`config.mk`:
```
export PLATFORM = sky130hd
export DESIGN_NAME = vx_prefetch_sched
export DESIGN_NICKNAME = d
export VERILOG_FILES = /design/src/rtl/vx_prefetch_sched_pkg.sv /design/src/rtl/vx_prefetch_table.sv /design/src/rtl/vx_prefetch_sched.sv
export SDC_FILE = /design/constraint.sdc
export NUM_CORES = 2
export LEC_CHECK = 0
export BUFFER_PORTS_ARGS = -buffer_cell sky130_fd_sc_hd__buf_2
export CORE_MARGIN = 2
export CORE_UTILIZATION = 45
export DETAILED_ROUTE_END_ITERATION = 16
export PLACE_DENSITY = 0.64
export SLEW_MARGIN = 20
export SYNTH_ARGS = -nofsm -noshare
export SYNTH_HDL_FRONTEND = slang
export SYNTH_SLANG_ARGS = --single-unit
```
`constraint.sdc`:
```
create_clock -name clk -period 7.8 [get_ports clk]
set_input_delay 1.56 -clock clk [delete_from_list [all_inputs] [get_ports clk]]
set_output_delay 1.56 -clock clk [all_outputs]
set_load 0.05 [all_outputs]
```
`src/rtl/vx_prefetch_sched_pkg.sv`:
```
`default_nettype none
// ============================================================================
// Module      : vx_prefetch_sched_pkg
// Description : Shared types and constants for the prefetch scheduler:
//               FSM state encoding, tracking-table entry flags and the
//               width of the remaining-prefetch counter.
// Revision    : 1.0 - initial release
// ============================================================================
package vx_prefetch_sched_pkg;

  // Scheduler FSM states
  typedef enum logic [1:0] {
    ST_IDLE  = 2'd0,
    ST_TRAIN = 2'd1,
    ST_ISSUE = 2'd2
  } pf_state_e;

  // Per-entry status of the prefetch tracking table; the block address
  // is kept in a parallel array so its width can follow ADDR_WIDTH.
  typedef struct packed {
    logic valid;
    logic used;
  } pf_entry_t;

  // Width of the blocks-left counter; covers PF_DEGREE up to 15.
  localparam int PF_LEFT_W = 4;

endpackage
`default_nettype wire

```
`src/rtl/vx_prefetch_table.sv`:
```
`default_nettype none
// ============================================================================
// Module      : vx_prefetch_table
// Description : Tracks prefetched blocks (addr/valid/used). CAM lookup for
//               core reads and evictions, insert into the first free slot or
//               a round-robin victim, and reports how many never-used
//               prefetched blocks were dropped this cycle (0..2).
// Revision    : 1.0 - initial release
// ============================================================================
module vx_prefetch_table
  import vx_prefetch_sched_pkg::*;
#(
  parameter int ADDR_WIDTH = 26,
  parameter int PF_ENTRIES = 8
) (
  input  logic                  clk,
  input  logic                  reset,
  input  logic                  fill_en,
  input  logic [ADDR_WIDTH-1:0] fill_addr,
  input  logic                  use_en,
  input  logic [ADDR_WIDTH-1:0] use_addr,
  input  logic                  evict_en,
  input  logic [ADDR_WIDTH-1:0] evict_addr,
  output logic [1:0]            unused_inc
);

  localparam int IDX_W = (PF_ENTRIES > 1) ? $clog2(PF_ENTRIES) : 1;

  pf_entry_t             ent_q  [PF_ENTRIES];
  pf_entry_t             ent_d  [PF_ENTRIES];
  logic [ADDR_WIDTH-1:0] addr_q [PF_ENTRIES];
  logic [ADDR_WIDTH-1:0] addr_d [PF_ENTRIES];
  logic [IDX_W-1:0]      rr_q, rr_d;

  logic                  evict_unused;
  logic                  victim_unused;
  logic                  free_found;
  logic [IDX_W-1:0]      ins_idx;

  // Apply core-read hits, then evictions, then the insert on the post-evict view
  always_comb begin
    evict_unused  = 1'b0;
    victim_unused = 1'b0;
    free_found    = 1'b0;
    ins_idx       = rr_q;
    rr_d          = rr_q;
    for (int i = 0; i < PF_ENTRIES; i++) begin
      ent_d[i]  = ent_q[i];
      addr_d[i] = addr_q[i];
    end
    // A core read marks the block as used before any same-cycle eviction
    for (int i = 0; i < PF_ENTRIES; i++) begin
      if (use_en && ent_q[i].valid && (addr_q[i] == use_addr)) begin
        ent_d[i].used = 1'b1;
      end
    end
    for (int i = 0; i < PF_ENTRIES; i++) begin
      if (evict_en && ent_d[i].valid && (addr_q[i] == evict_addr)) begin
        if (!ent_d[i].used) begin
          evict_unused = 1'b1;
        end
        ent_d[i].valid = 1'b0;
      end
    end
    for (int i = 0; i < PF_ENTRIES; i++) begin
      if (!free_found && !ent_d[i].valid) begin
        free_found = 1'b1;
        ins_idx    = IDX_W'(i);
      end
    end
    if (fill_en) begin
      if (!free_found) begin
        victim_unused = ent_d[rr_q].valid && !ent_d[rr_q].used;
        rr_d          = rr_q + IDX_W'(1);
      end
      ent_d[ins_idx].valid = 1'b1;
      ent_d[ins_idx].used  = 1'b0;
      addr_d[ins_idx]      = fill_addr;
    end
    unused_inc = {1'b0, evict_unused} + {1'b0, victim_unused};
  end

  // Table state registers
  always_ff @(posedge clk) begin
    if (!reset) begin
      for (int i = 0; i < PF_ENTRIES; i++) begin
        ent_q[i]  <= '0;
        addr_q[i] <= '0;
      end
      rr_q <= '0;
    end else begin
      for (int i = 0; i < PF_ENTRIES; i++) begin
        ent_q[i]  <= ent_d[i];
        addr_q[i] <= addr_d[i];
      end
      rr_q <= rr_d;
    end
  end

endmodule
`default_nettype wire

```
`src/rtl/vx_prefetch_sched.sv`:
```
`default_nettype none
// ============================================================================
// Module      : vx_prefetch_sched
// Description : Constant-stride prefetch scheduler for one cache bank port.
//               Trains on read misses, issues PF_DEGREE prefetches at lower
//               priority than core requests, and maintains the prefetch
//               perf counters.
// Revision    : 1.0 - initial release
// ============================================================================
module vx_prefetch_sched
  import vx_prefetch_sched_pkg::*;
#(
  parameter int ADDR_WIDTH    = 26,
  parameter int PF_DEGREE     = 4,
  parameter int PF_ENTRIES    = 8,
  parameter int MAX_STRIDE    = 16,
  parameter int PERF_CTR_BITS = 44
) (
  input  logic                     clk,
  input  logic                     reset,
  input  logic                     pf_enable,
  input  logic                     core_req_valid,
  output logic                     core_req_ready,
  input  logic                     core_req_rw,
  input  logic [ADDR_WIDTH-1:0]    core_req_addr,
  output logic                     mem_req_valid,
  input  logic                     mem_req_ready,
  output logic                     mem_req_rw,
  output logic [ADDR_WIDTH-1:0]    mem_req_addr,
  output logic                     mem_req_is_pf,
  input  logic                     miss_valid,
  input  logic [ADDR_WIDTH-1:0]    miss_addr,
  input  logic                     fill_valid,
  input  logic                     fill_is_pf,
  input  logic [ADDR_WIDTH-1:0]    fill_addr,
  input  logic                     evict_valid,
  input  logic [ADDR_WIDTH-1:0]    evict_addr,
  output logic [PERF_CTR_BITS-1:0] perf_prefetch_requests,
  output logic [PERF_CTR_BITS-1:0] perf_prefetched_blocks,
  output logic [PERF_CTR_BITS-1:0] perf_unused_prefetched_blocks
);

  pf_state_e               state_q, state_d;
  logic [ADDR_WIDTH-1:0]   last_addr_q, last_addr_d;
  logic [ADDR_WIDTH-1:0]   last_stride_q, last_stride_d;
  logic [ADDR_WIDTH-1:0]   pf_addr_q, pf_addr_d;
  logic [ADDR_WIDTH-1:0]   pf_stride_q, pf_stride_d;
  logic [PF_LEFT_W-1:0]    pf_left_q, pf_left_d;
  logic                    lock_q, lock_d;
  logic [PERF_CTR_BITS-1:0] pf_req_q, pf_req_d;
  logic [PERF_CTR_BITS-1:0] pf_blk_q, pf_blk_d;
  logic [PERF_CTR_BITS-1:0] unused_q, unused_d;

  logic [ADDR_WIDTH-1:0]   miss_delta;
  logic [ADDR_WIDTH-1:0]   miss_delta_abs;
  logic                    stride_ok;
  logic                    trigger;
  logic                    pf_present;
  logic                    pf_accept;
  logic                    core_rd_accept;
  logic                    fill_pf;
  logic [1:0]              unused_inc;

  // Stride detection on the incoming miss (two's-complement delta)
  always_comb begin
    miss_delta     = miss_addr - last_addr_q;
    miss_delta_abs = miss_delta[ADDR_WIDTH-1] ? ((~miss_delta) + ADDR_WIDTH'(1)) : miss_delta;
    stride_ok      = (miss_delta != '0) && (miss_delta_abs <= ADDR_WIDTH'(MAX_STRIDE));
    trigger        = miss_valid && (state_q != ST_IDLE) && stride_ok &&
                     (miss_delta == last_stride_q);
  end

  // Port arbitration: core first, a presented prefetch holds the port until taken
  always_comb begin
    pf_present     = reset && (lock_q || ((state_q == ST_ISSUE) && pf_enable && !core_req_valid));
    pf_accept      = pf_present && mem_req_ready;
    mem_req_valid  = reset && (pf_present || core_req_valid);
    mem_req_rw     = pf_present ? 1'b0 : core_req_rw;
    mem_req_addr   = pf_present ? pf_addr_q : core_req_addr;
    mem_req_is_pf  = pf_present;
    core_req_ready = reset && !pf_present && mem_req_ready;
    core_rd_accept = core_req_valid && core_req_ready && !core_req_rw;
    fill_pf        = fill_valid && fill_is_pf;
  end

  // FSM next state, stream registers and perf counters
  always_comb begin
    state_d       = state_q;
    last_addr_d   = last_addr_q;
    last_stride_d = last_stride_q;
    pf_addr_d     = pf_addr_q;
    pf_stride_d   = pf_stride_q;
    pf_left_d     = pf_left_q;
    lock_d        = pf_present && !mem_req_ready;

    if (miss_valid) begin
      last_addr_d   = miss_addr;
      last_stride_d = ((state_q != ST_IDLE) && stride_ok) ? miss_delta : '0;
    end

    case (state_q)
      ST_IDLE: begin
        if (miss_valid) begin
          state_d = ST_TRAIN;
        end
      end
      ST_TRAIN: begin
        if (trigger && pf_enable) begin
          state_d     = ST_ISSUE;
          pf_addr_d   = miss_addr + miss_delta;
          pf_stride_d = miss_delta;
          pf_left_d   = PF_LEFT_W'(PF_DEGREE);
        end
      end
      ST_ISSUE: begin
        if (trigger && pf_enable) begin
          pf_addr_d   = miss_addr + miss_delta;
          pf_stride_d = miss_delta;
          pf_left_d   = PF_LEFT_W'(PF_DEGREE);
        end else if (pf_accept) begin
          pf_addr_d = pf_addr_q + pf_stride_q;
          pf_left_d = pf_left_q - PF_LEFT_W'(1);
          if (pf_left_q == PF_LEFT_W'(1)) begin
            state_d = ST_TRAIN;
          end
        end else if (!pf_enable && !lock_q) begin
          state_d = ST_TRAIN;
        end
      end
      default: state_d = ST_IDLE;
    endcase

    pf_req_d = pf_req_q + PERF_CTR_BITS'(pf_accept);
    pf_blk_d = pf_blk_q + PERF_CTR_BITS'(fill_pf);
    unused_d = unused_q + PERF_CTR_BITS'(unused_inc);
  end

  // State and counter registers
  always_ff @(posedge clk) begin
    if (!reset) begin
      state_q       <= ST_IDLE;
      last_addr_q   <= '0;
      last_stride_q <= '0;
      pf_addr_q     <= '0;
      pf_stride_q   <= '0;
      pf_left_q     <= '0;
      lock_q        <= 1'b0;
      pf_req_q      <= '0;
      pf_blk_q      <= '0;
      unused_q      <= '0;
    end else begin
      state_q       <= state_d;
      last_addr_q   <= last_addr_d;
      last_stride_q <= last_stride_d;
      pf_addr_q     <= pf_addr_d;
      pf_stride_q   <= pf_stride_d;
      pf_left_q     <= pf_left_d;
      lock_q        <= lock_d;
      pf_req_q      <= pf_req_d;
      pf_blk_q      <= pf_blk_d;
      unused_q      <= unused_d;
    end
  end

  assign perf_prefetch_requests        = pf_req_q;
  assign perf_prefetched_blocks        = pf_blk_q;
  assign perf_unused_prefetched_blocks = unused_q;

  vx_prefetch_table #(
    .ADDR_WIDTH (ADDR_WIDTH),
    .PF_ENTRIES (PF_ENTRIES)
  ) u_table (
    .clk        (clk),
    .reset      (reset),
    .fill_en    (fill_pf),
    .fill_addr  (fill_addr),
    .use_en     (core_rd_accept),
    .use_addr   (core_req_addr),
    .evict_en   (evict_valid),
    .evict_addr (evict_addr),
    .unused_inc (unused_inc)
  );

endmodule
`default_nettype wire
```
Word level (Yosys, flattened, before mapping):

Memories as Yosys holds them, arrays and structs flattened.
Cells that the tools add are included.
W data, S select, Z words.

* output and inout bits: 162
* logic and storage cells: 264
* register bits: 246
* RAM bits: 224
* memories kept: 2

Memory list
* u_table.addr_q: depth 8, width 26, rd ports 8, clocked after memory_dff 0, wr ports 8, line vx_prefetch_table.sv:31 `logic [ADDR_WIDTH-1:0] addr_q [PF_ENTRIES];`
* u_table.ent_q: depth 8, width 2, rd ports 8, clocked after memory_dff 0, wr ports 8, line vx_prefetch_table.sv:29 `pf_entry_t ent_q [PF_ENTRIES];`

* muxes and demuxes: 101
* reductions and logical operators: 90
* bitwise gates (word level): 20
* magnitude comparators: 4
* add/sub/neg operators: 10
* eq/ne operators: 26

Operators with widths (number)
* $eq A26 B26 Y1: 17
* $mux W26: 15
* $bwmux W208: 1
* $mux W208: 1
* $add A44 B1 Y44: 2
* $demux W26 S3: 1
* $logic_and A1 B1 Y1: 59
* $add A26 B26 Y26: 2
* $pmux W26 S2: 1
* $mux W1: 46
* $add A44 B2 Y44: 1
* $mux W2: 17
* $bwmux W16: 2
* $add A26 B1 Y26 const B: 1
* $le A26 B5 Y1 const B: 1
* $not A26 Y26: 1
* $reduce_bool A26 Y1: 1
* $sub A26 B26 Y26: 1
* $mux W3: 8
* $logic_not A1 Y1: 20
* $mux W16: 1
* $or A1 B1 Y1: 16
* $demux W2 S3: 2
* $mux W4: 3
* 22 further kinds: 31

Logic depth before layout (Yosys ltp):

An unclocked memory read counts as a cell.

* word-level depth: 34
* depth in mapped cells: 27

By module:

Synthesis repeated with hierarchy kept, for this count alone.

* cells, all modules: 3344
* area, all modules: 28683.8 um2

By module, submodules not included
* vx_prefetch_sched: cells each 1876, area each 15165.8 um2, instances 1
* vx_prefetch_table: cells each 1468, area each 13518.0 um2, instances 1

Worst setup path before layout:

No wires, ideal clock.

* path kind: input to register
* from: in miss_addr[0]
* to: reg pf_stride_q[0]
* library setup time: 0.115 ns
* slack: 1.854 ns
* stages: 18
* required time: 7.685 ns
* path buffers: 1
* arrival time: 5.832 ns
* cell sequence: inv_1 -> ha_1 -> inv_1 -> fa_1 -> a21o_1 -> a21oi_2 -> xor2_2 -> inv_2 -> or4_4 -> or4_4 -> o31a_1 -> a311o_1 -> a2111oi_4 -> nand4b_4 -> or2_1 -> buf_2 -> and2_0 -> o21a_1

* word-level cells in the longest chain between the ends: 10

RTL lines
* start, declared: line vx_prefetch_sched.sv:32 `input logic [ADDR_WIDTH-1:0] miss_addr,`
* $sub A26 B26 Y26 (*): line vx_prefetch_sched.sv:66 `miss_delta = miss_addr - last_addr_q;`
* net miss_delta[4]: line vx_prefetch_sched.sv:54 `logic [ADDR_WIDTH-1:0] miss_delta;`
* $not A26 Y26: line vx_prefetch_sched.sv:67 `miss_delta_abs = miss_delta[ADDR_WIDTH-1] ? ((~miss_delta) + ADDR_WIDTH'(1)) : miss_delta;`
* $add A26 B1 Y26: line vx_prefetch_sched.sv:67
* $mux W26: line vx_prefetch_sched.sv:67
* $le A26 B5 Y1: line vx_prefetch_sched.sv:68 `stride_ok = (miss_delta != '0) && (miss_delta_abs <= ADDR_WIDTH'(MAX_STRIDE));`
* $logic_and A1 B1 Y1: line vx_prefetch_sched.sv:68
* $logic_and A1 B1 Y1: line vx_prefetch_sched.sv:69 `trigger = miss_valid && (state_q != ST_IDLE) && stride_ok &&`
* $logic_and A1 B1 Y1 (*): line vx_prefetch_sched.sv:69
* $logic_and A1 B1 Y1 (*): line vx_prefetch_sched.sv:108, vx_prefetch_sched.sv:116
* $reduce_and A2 Y1 (no source line) (*)
* end signal, assigned: line vx_prefetch_sched.sv:156 `pf_stride_q <= pf_stride_d;`
* end, declared: line vx_prefetch_sched.sv:47 `logic [ADDR_WIDTH-1:0] pf_stride_q, pf_stride_d;`

Mark *: on every way through the listed nets, which the timed path passes. The rest lies on a longest branch.
A chain may end at the register's enable or synchronous reset.

Final worst setup path:

* from: in miss_addr[0]
* to: reg pf_addr_q[23]

* word-level cells in the longest chain between the ends: 11

RTL lines
* $sub A26 B26 Y26: line vx_prefetch_sched.sv:66
* $not A26 Y26: line vx_prefetch_sched.sv:67
* $add A26 B1 Y26: line vx_prefetch_sched.sv:67
* $mux W26: line vx_prefetch_sched.sv:67
* $le A26 B5 Y1: line vx_prefetch_sched.sv:68
* $logic_and A1 B1 Y1: line vx_prefetch_sched.sv:68
* $logic_and A1 B1 Y1 (2 in series): line vx_prefetch_sched.sv:69
* $logic_and A1 B1 Y1: line vx_prefetch_sched.sv:108, vx_prefetch_sched.sv:116
* $ne A3 B2 Y1 (no source line) (tied with other cells)
* $reduce_and A3 Y1 (no source line) / $pmux W26 S2 (equally long branches)
* end signal, assigned: line vx_prefetch_sched.sv:155 `pf_addr_q <= pf_addr_d;`
* end, declared: line vx_prefetch_sched.sv:46 `logic [ADDR_WIDTH-1:0] pf_addr_q, pf_addr_d;`

Several ways; a longest one is shown, not always the timed one. The select of a mux whose other input is x is not followed.

==> impl_results.md <==
* Mapped Nets at about 3500
* Net Switching at roughly 1.9 mW
* Status: finished clean
* Yosys top cell area share at 0.323
* Clk_skew at 0.0220 ns
* Tcrit/Tclk final at 0.799
* P_int at about 4.5 mW
* Site row count at 93
* Flop pwr share at 0.388
* Drt initial violations at around 2000
* FF/Latch Area at approximately 0.0094 sq mm
* Detailed Route WL at slightly above 100 mm
* Post-place setup slack at between 0.8 and 0.9 ns
* Hold crit path type: flop to flop
* Post-synth top cells: dfxtp_1, xnor2_1, nor2b_1
* First-pass GRT wire length at around 150 mm
* Drt pass-1 iters at 5
* Dominant synthesized flop cell: dfxtp_1
* CP startpoint kind: input port
* Max-cap violations at 0
* Root Driver: clkbuf_16
* # DRC at 0
* # setup viols final at 0
* Vias in the first global route at between 20000 and 25000
* Die Width at 258 um
* Clock H-tree levels at 2
* Setup WS post-layout at approximately 1.6 ns
* Synth area leaders: dfxtp_1, xnor2_1, mux2i_1, nor2b_1, xor2_1
* Critical Path RT at roughly 8.3 ns
* Reg2Reg Setup Slack at between 1.5 and 2 ns
* Clk Latency, worst-skew pair at roughly 0.63 ns
* Max Clock Freq at 160 MHz
* Most common cell in the netlist: dfxtp_1
* CTS Hold Bufs at 0
* Io pins at ~280
* Die area at ~0.067 sq mm
* Global route overflow at 0
* CP arrival at about 6.8 ns
* Clock-pin transition on the worst setup and hold timing paths at 0.06 ns
* CTS resizes at 0
* Number of synthesis warnings at 0
* CTS max path bufs at 3
* Largest area contributor in the synthesized netlist: dfxtp_1
* Net Sw Frac at 0.300
* Max FO, Critical Path at 22
* PortBufs at approximately 280
* Final hold vios at 0
* Initial Util at 0.454
* Logic pwr share at 0.188
* Finished Layout Cells at approximately 4400
* Via density at between 5 and 6
* Placed wire-length estimate at between 70 and 80 mm
* Gate Count Post-Synth at 3336
* Final Wtd Congestion at approximately 1.1
* # Post-CTS Setup Buffers at 0
* Layout area overhead at 13.0%
* Number of synthesized flops with an enable pin at 0
* Synth Cell Area at a little under 0.03 sq mm
* Inserted Clock Buffers at 54
* GRT Util Overall at 0.294
* Largest net degree at the start of global routing at 130
* Post-synth cell types at between 80 and 90
* Avg Cell Area, Syn at between 8 and 9 sq um
* NumNets Final at around 3700
* Max VDD drop at 0.000191 V
* Slew margin rel. at 0.247
* Crit Path Category: input port to flop
* Antenna viol nets, final at 0
* Post-route minimum period at roughly 6.2 ns
* TNS Setup at 0 ns
* Clock power share at 0.423
* # placed instances at about 4300
* Leakage Power at approximately 14 nW
* Hold slack final at about 0.45 ns
* Area of the multi-input gates at roughly 0.019 sq mm
* TritonCTS clock tree: yes
* Routed WL per cell at roughly 23 um
* Initial antenna violation count at 5
* DR vias at about 25000
* Die height at approximately 260 um
* Power per Cell Area at 195 mW/mm^2
* Post-synthesis sequential area ratio at 0.323
* RSZ-0062 raised after global routing: false
* Slew Viols, Final at 0
* Fill cell count at slightly above 6000
* Yosys reg bits at 470
* Share of cells above drive strength 1 at 0.121
* Slew @ Worst Pin at ~1.1 ns
* Sink Count at 470
* Async set-reset flop share out of synthesis at 0
* Setup crit end kind: flop
* Placeable Area at 0.0642 sq mm
==> flip-flops by register name (all words and copies together) (netlist names), 3 cells and up <==
signal and cells:
u_table.rr_q 3, perf_prefetch_requests 44, pf_addr_q 26, perf_prefetched_blocks 44, perf_unused_prefetched_blocks 44, u_table.ent_q 16
last_stride_q 26, last_addr_q 26, u_table.addr_q 208, pf_stride_q 26, pf_left_q 4
==> final timing paths <==
check,startpoint,endpoint,cells after the start
min reg2reg,pf_stride_q[9],pf_stride_q[9],2
max,miss_addr[0],pf_addr_q[23],19
max reg2reg,state_q[0],perf_unused_prefetched_blocks[37],21
min,pf_stride_q[9],pf_stride_q[9],2
==> layout by cell type, fill, tap and decap left out, types with 8 or more instances in the layout <==
cell type	count
dfxtp_1	470
xnor2_1	410
nor2b_1	277
buf_2	274
mux2i_1	264
nand2_1	241
xor2_1	169
and2_1	121
nand4_1	104
nor2_1	99
a21oi_1	95
ha_1	86
nand3_1	84
o21ai_0	82
inv_1	68
clkbuf_16	54
nor3_1	53
nor4_1	46
and3_1	45
a21boi_0	43
o21a_1	42
or3_1	42
a21o_1	29
a21boi_1	25
o21ai_1	24
nand2b_1	23
buf_4	20
a31oi_1	12
clkbuf_1	11
and4_1	9
a211oi_1	8
o31ai_1	8
nor3b_1	8
xnor3_1	8
==> critical path, stage by stage <==
cell       delay (ns)
buf_2            0.13
inv_1            0.06
ha_1             0.16
inv_1            0.05
fa_1             0.44
a21oi_1          0.20
o211ai_1         0.20
o21a_1           0.28
xnor2_1          0.36
o21ai_1          0.24
or4_4            0.57
nor4_2           0.31
nand4_1          0.20
a2111oi_2        0.61
nand4b_4         0.25
nand2_2          0.55
buf_4            0.29
mux2i_1          0.20
a21oi_1          0.08
==> layer usage <==
| metal | up-vias | part of all wire | global-route usage |
|---|---|---|---|
| met4 | 2 | 0.062 | 0.162 |
| met5 | - | 0.00016 | 0 |
| met1 | 11603 | 0.43 | 0.387 |
| li1 | 11743 | - | - |
| met2 | 912 | 0.44 | 0.464 |
| met3 | 283 | 0.066 | 0.0433 |
==> layout make-up <==
class	count	share of cell area
Multi-Input combinational cell	2592	0.568
Clock inverter	28	0.0119
Clock buffer	72	0.0452
Inverter	70	0.00798
Timing Repair Buffer	298	0.0482
Sequential cell	470	0.286
Antenna cell	1	0.0000760
Tap cell	855	0.0325
==> metrics by stage <==
| step | power, mW | util | area, sq um |
|---|---|---|---|
| after global routing | 6.68 | 0.513 | 32900 |
| final | 6.43 | 0.513 | 32900 |
| after detailed placement | 3.74 | 0.483 | 31000 |
| after global placement | 3.74 | 0.483 | 31000 |
| after CTS | 6.46 | 0.512 | 32900 |
| after floorplan | 3.40 | - | 29100 |
==> power groups by stage <==
stage                     Combinational (mW)  Clock (mW)  Sequential, mW
final                                   1.21        2.72            2.50
after global routing                    1.31        2.87            2.50
after CTS                               1.19        2.77            2.50
after detailed placement                1.19           0            2.55
after global placement                  1.19           0            2.55
after floorplan                        0.871           0            2.53
==> kinds of logic after synthesis <==
family          after synthesis  share of synthesized area
fa+ha+maj                    90                     0.0397
xor+xnor                    590                      0.182
mux                         268                     0.0926
compound gates              450                      0.102
buf+inv                     274                     0.0365
simple gates               1194                      0.225
flops                       470                      0.323
(Power assumes the default switching activity.)
